File: config.mk
export PLATFORM = sky130hd
export DESIGN_NAME = regfile_wb_arbiter
export DESIGN_NICKNAME = d
export VERILOG_FILES = /design/src/rtl/regfile_pkg.sv /design/src/rtl/regfile_wb_arbiter_wb_fifo.sv /design/src/rtl/regfile_wb_arbiter.sv
export SDC_FILE = /design/constraint.sdc
export NUM_CORES = 1
export LEC_CHECK = 0
export BUFFER_PORTS_ARGS = -buffer_cell sky130_fd_sc_hd__buf_4
export CORE_UTILIZATION = 35
export CTS_CLUSTER_SIZE = 28
export DETAILED_ROUTE_END_ITERATION = 10
export GPL_TIMING_DRIVEN = 1
export PLACE_DENSITY = 0.6
export REMOVE_ABC_BUFFERS = 1
export SLEW_MARGIN = 20
export SYNTH_ARGS = -nofsm -noshare
export SYNTH_HDL_FRONTEND = slang
export SYNTH_SLANG_ARGS = --single-unit
File: constraint.sdc
create_clock -name clk -period 3.4 [get_ports clk]
set_input_delay 0.34 -clock clk [delete_from_list [all_inputs] [get_ports clk]]
set_output_delay 0.34 -clock clk [all_outputs]
set_load 0.1 [all_outputs]
File: src/rtl/regfile_pkg.sv
// Shared constants and the writeback entry type for the register-file
// writeback arbiter.
package regfile_pkg;

    localparam int ADDR_W = 5;
    localparam int DATA_W = 32;

    // Writes to this register are consumed but never reach the register file.
    localparam logic [ADDR_W-1:0] REG_ZERO = '0;

    typedef struct packed {
        logic [ADDR_W-1:0] addr;
        logic [DATA_W-1:0] data;
    } wb_entry_t;

endpackage

File: src/rtl/regfile_wb_arbiter_wb_fifo.sv
// Synchronous FIFO holding buffered multi-cycle-unit writebacks.
// The storage array is not reset; only pointers and count are.
module wb_fifo #(
    parameter int WIDTH = 37,
    parameter int DEPTH = 4
) (
    input  logic                       clk,
    input  logic                       reset,
    input  logic                       push,
    input  logic                       pop,
    input  logic [WIDTH-1:0]           wdata,
    output logic [WIDTH-1:0]           rdata,
    output logic [$clog2(DEPTH+1)-1:0] count,
    output logic                       empty
);

    localparam int PW = $clog2(DEPTH);
    localparam int CW = $clog2(DEPTH + 1);

    logic [WIDTH-1:0] mem [DEPTH];
    logic [PW-1:0]    wr_ptr;
    logic [PW-1:0]    rd_ptr;
    logic             full;
    logic             do_push;
    logic             do_pop;

    assign full    = (count == CW'(DEPTH));
    assign empty   = (count == '0);
    assign do_push = push && !full;
    assign do_pop  = pop && !empty;
    assign rdata   = mem[rd_ptr];

    always_ff @(posedge clk or negedge reset) begin
        if (!reset) begin
            wr_ptr <= '0;
            rd_ptr <= '0;
            count  <= '0;
        end else begin
            if (do_push) wr_ptr <= wr_ptr + PW'(1);
            if (do_pop)  rd_ptr <= rd_ptr + PW'(1);
            // Simultaneous push and pop leaves the occupancy unchanged.
            if (do_push && !do_pop)      count <= count + CW'(1);
            else if (do_pop && !do_push) count <= count - CW'(1);
        end
    end

    always_ff @(posedge clk) begin
        if (do_push) mem[wr_ptr] <= wdata;
    end

endmodule

File: src/rtl/regfile_wb_arbiter.sv
// Shares the register file write port between the in-order pipeline (A)
// and a buffered multi-cycle unit (B): A-first with a B anti-starvation limit.
module regfile_wb_arbiter #(
    parameter int FIFO_DEPTH   = 4,
    parameter int STARVE_LIMIT = 3,
    parameter int ADDR_W       = regfile_pkg::ADDR_W,
    parameter int DATA_W       = regfile_pkg::DATA_W
) (
    input  logic              clk,
    input  logic              reset,
    input  logic              a_valid,
    input  logic [ADDR_W-1:0] a_addr,
    input  logic [DATA_W-1:0] a_data,
    output logic              a_ready,
    input  logic              b_valid,
    input  logic [ADDR_W-1:0] b_addr,
    input  logic [DATA_W-1:0] b_data,
    output logic              b_ready,
    output logic              regWrite,
    output logic [ADDR_W-1:0] writeAddr,
    output logic [DATA_W-1:0] regWriteData,
    output logic              b_pending,
    output logic              stall_a
);

    localparam int EW = ADDR_W + DATA_W;
    localparam int CW = $clog2(FIFO_DEPTH + 1);
    localparam int SW = $clog2(STARVE_LIMIT + 1);

    logic [EW-1:0]     head;
    logic [ADDR_W-1:0] head_addr;
    logic [DATA_W-1:0] head_data;
    logic [CW-1:0]     fifo_count;
    logic              fifo_empty;
    logic [SW-1:0]     starve_cnt;
    logic              force_b;
    logic              grant_a;
    logic              grant_b;
    logic [ADDR_W-1:0] sel_addr;
    logic [DATA_W-1:0] sel_data;

    wb_fifo #(
        .WIDTH (EW),
        .DEPTH (FIFO_DEPTH)
    ) u_fifo (
        .clk   (clk),
        .reset (reset),
        .push  (b_valid && b_ready),
        .pop   (grant_b),
        .wdata ({b_addr, b_data}),
        .rdata (head),
        .count (fifo_count),
        .empty (fifo_empty)
    );

    assign {head_addr, head_data} = head;

    // b_ready comes straight from the registered count, so a same-cycle pop
    // never opens room for a push into a full FIFO.
    assign b_ready   = (fifo_count != CW'(FIFO_DEPTH));
    assign b_pending = !fifo_empty;

    assign force_b = (starve_cnt == SW'(STARVE_LIMIT));
    assign grant_b = b_pending && (force_b || !a_valid);
    assign grant_a = a_valid && !grant_b;
    assign a_ready = grant_a;
    assign stall_a = a_valid && !grant_a;

    always_comb begin
        sel_addr = a_addr;
        sel_data = a_data;
        if (grant_b) begin
            sel_addr = head_addr;
            sel_data = head_data;
        end
    end

    always_ff @(posedge clk or negedge reset) begin
        if (!reset) begin
            starve_cnt <= '0;
        end else if (fifo_empty || grant_b) begin
            starve_cnt <= '0;
        end else if (!force_b) begin
            starve_cnt <= starve_cnt + SW'(1);
        end
    end

    // Output register: one write per grant, address/data hold while idle.
    always_ff @(posedge clk or negedge reset) begin
        if (!reset) begin
            regWrite     <= 1'b0;
            writeAddr    <= '0;
            regWriteData <= '0;
        end else if (grant_a || grant_b) begin
            regWrite     <= (sel_addr != ADDR_W'(regfile_pkg::REG_ZERO));
            writeAddr    <= sel_addr;
            regWriteData <= sel_data;
        end else begin
            regWrite <= 1'b0;
        end
    end

endmodule

==> results.md <==
* Mapped Cells at 450
* Synth unique cells at 31
* Run status: finished clean
* Worst Tran Pin Value at 1.08 ns
* FF-to-FF End: u_fifo.count[2]$_DFFE_PN0P_
* RD Place Congestion at 0.739
* Sequential power share at 37.1%
* Cell Int Power at 5.64 mW
* Register area at 5620 um2
* Max clock buf depth at 2
* FF-to-FF path depth at 9
* Die Area at 22,800 um2
* Clock transition at path regs at 0.07 ns
* Critical Path End: a_ready
* Crit-path cells: ha_2 -> inv_1 -> o21ai_2 -> clkinv_1 -> buf_4
* Critical path origin: starve_cnt[0]$_DFFE_PN0P_
* Reg2Reg Setup Slack at 1.12 ns
* Worst VDD drop at 0.409 mV
* # DRC at 0
* Routed wire length at 17,600 um
* Max FO, Critical Path at 13
* Placed cell area at 8990 um2
* Rel. slew slack at 28.1%
* Die height at 151 um
* Worst Setup End Kind: primary output
* First-pass GRT wire length at 26,400 um
* Htree depth at 4
* Pwr Density at 1010 nW/um2
* Fin. Hold Viols at 0
* Clock latency on the worst-skew pair at 0.43 ns
* Fmax achieved at 384 MHz
* Setup TNS at 0 ns
* Final net count at 658
* TritonRoute pass-1 iters at 4
* Hold WC Path Type: primary input to flip-flop
* Source of the worst register-to-register timing path: u_fifo.count[0]$_DFFE_PN0P_
* Multi-input logic area at 2020 um2
* Final min period at 2.61 ns
* Final instance area at 9590 um2
* Clk network pwr share at 20.2%
* # Max-Cap Violations at 0
* Static Leakage at 3.48 nW
* Psw at 4.01 mW
* Tcrit/Tclk final at 76.7%
* Data required, critical path at 3.06 ns
* I/O Buffers at 119
* CTS Root Cell: clkbuf_16
* Post-Route Utilization at 43.9%
* Antenna diodes at 0
* Final setup violation count at 0
* Cell Rows at 54
* CTS buffer count at 17
* Area grow syn2layout at 23.3%
* Core box area at 21,800 um2
* Syn. warnings at 0
* Vias/cell at 5.16
* Number of DRC markers in iteration 0 at 253
* # IOs at 120
* Wire per inst at 20.4 um
* Die Wd at 151 um
* Post-synth EDFFs at 148
* CP Data Arrival Time at 2.27 ns
* Skew final at 0.0116 ns
* Largest stage delay on the critical path at 0.54 ns
* Share of layout cells above drive strength 1 at 34.0%
* Largest net degree at the start of global routing at 48
* Mean Syn Cell Area at 17.3 um2
* Beginning of the worst hold path: b_data[24]
* Crit path kind: flip-flop to primary output
* FF+latch count, synth at 195
* Fillers at 1,957
* Top_reg_cell synth: edfxtp_1
* Register area share after synthesis at 72.3%
* CTS sink cnt at 195
* Grt ovf at 0
* ANT nets after route at 0
* Via count at 4,466
* Async SR Flop Fraction at 24.1%
* Initial antenna violation count at 0
* Area of the mapped netlist at 7780 um2
* Net Sw Frac at 41.6%
* Starting Density at 35.6%
* Slew Limit Fails at 0
* Max stage delay cell, worst path: clkinv_1
* Combinational Power Share at 42.7%
* Resize count post-CTS at 0
* Dpl hpwl at 11,300 um
* RSZ-0062 raised after global routing: false
* Vias in the first global route at 4,754
* GRT Overall Usage at 16.2%
* CTS tree: built
* Startpoint Class: flip-flop
-- Yosys cell counts, types with 2 or more instances --
library cell | number | area (um2)
a21oi_1 | 38 | 190
a22oi_1 | 32 | 240
and2_1 | 32 | 200
and3_1 | 5 | 31.3
buf_1 | 4 | 15.0
buf_2 | 4 | 20.0
buf_4 | 3 | 22.5
clkbuf_1 | 15 | 56.3
dfrtp_1 | 47 | 1180
edfxtp_1 | 148 | 4440
ha_1 | 6 | 75.1
inv_1 | 6 | 22.5
mux2_2 | 2 | 22.5
mux4_1 | 5 | 131
mux4_2 | 32 | 721
nand2_1 | 4 | 15.0
nand2b_1 | 5 | 31.3
nor2_1 | 7 | 26.3
nor3_1 | 2 | 10.0
o21ai_0 | 33 | 165
o22ai_1 | 5 | 31.3
or4_1 | 2 | 15.0
xnor2_1 | 3 | 26.3
xor2_1 | 3 | 26.3
-- sequential cells by signal, indices dropped and copies added, names as in the netlist --
register       count
u_fifo.mem       148
regWriteData      32
writeAddr          5
u_fifo.count       3
starve_cnt         2
u_fifo.rd_ptr      2
u_fifo.wr_ptr      2
regWrite           1
-- logic make-up (layout without fill, tap and decap cells) --
logic type / after synthesis / count (layout) / share of synthesized area (%)
buffers and inverters: 34 / 170 / 1.95
muxes: 39 / 39 / 11.2
adders and majority gates: 7 / 7 / 1.22
DFF: 195 / 195 / 72.3
and+or+nand+nor: 59 / 59 / 4.41
AOI/OAI and AO/OA: 110 / 110 / 8.24
xor gates and xnor gates: 6 / 6 / 0.676
-- placed cells by master (no fill, tap or decap), types with 3 or more instances in the layout --
cell / n
clkbuf_1: 4
xnor2_1: 3
and2_1: 32
nand2b_1: 5
clkbuf_16: 17
clkinv_1: 3
a21oi_1: 38
buf_4: 129
inv_1: 6
a22oi_1: 32
mux4_1: 5
ha_1: 5
edfxtp_1: 148
nand2_1: 4
and3_2: 3
dfrtp_1: 45
mux4_2: 32
o22ai_1: 5
nor2_1: 7
o21ai_0: 33
xor2_1: 3
-- worst min-delay path by stage --
stage,endpoint,slack (ns),cells after the start
5_1_grt,u_fifo.mem[2][24]$_DFFE_PP_,0.09,1
2_1_floorplan,regWrite$_DFF_PN0_,0.04,0
3_5_place_dp,regWriteData[0]$_DFFE_PN0P_,0.43,1
6_report,u_fifo.mem[2][24]$_DFFE_PP_,0.11,1
4_1_cts,u_fifo.mem[2][15]$_DFFE_PP_,0.1,1
3_3_place_gp,regWriteData[7]$_DFFE_PN0P_,0.41,1
-- critical path, delay by kind of cell (launching register included) --
family	cells	cell delay (ns)
buffers and inverters	3	1.06
flip-flops	1	0.35
AO/OA/AOI/OAI	1	0.25
adder cells (fa/ha/maj)	1	0.18
-- metrics by stage --
| stage | setup slack (ns) | total power [mW] | hold WS [ns] | std cells |
|---|---|---|---|---|
| floorplan | -2.36 | 6.64 | 0.0444 | 423 |
| global placement | 1.08 | 7.67 | 0.409 | 832 |
| detailed placement | 1.05 | 7.79 | 0.432 | 832 |
| CTS | 0.782 | 9.73 | 0.0967 | 865 |
| global route | 0.689 | 10.1 | 0.0908 | 866 |
| finish | 0.794 | 9.64 | 0.114 | 866 |
-- what timing repair did --
action / CTS / global route
buffers inserted: 0 / 0
hold buffers: 1 / 0
hold endpoints to repair: 47 / 0
-- layer usage --
metal	track usage, %	wire length [um]	up-vias
li1	-	-	2013
met1	20.3	7530	2309
met2	27.5	9060	127
met3	4.16	853	17
met4	4.75	201	0
met5	0	0	-
-- area by class of cell --
cell class | instances | area share, %
sequential | 195 | 58.6
multi-input combinational | 221 | 21.1
timing repair buffer | 131 | 10.4
clock buffer | 23 | 4.88
tap | 280 | 3.65
clock inverter | 9 | 1.07
inverter | 7 | 0.274
-- power groups by stage --
stage,combinational (mW),sequential (mW),clock [mW]
after floorplan,1.54,5.10,0
final,4.12,3.58,1.95
after detailed placement,4.15,3.64,0
after global routing,4.37,3.64,2.09
after CTS,4.15,3.60,1.98
after global placement,4.08,3.60,0
(Power assumes the default switching activity.)
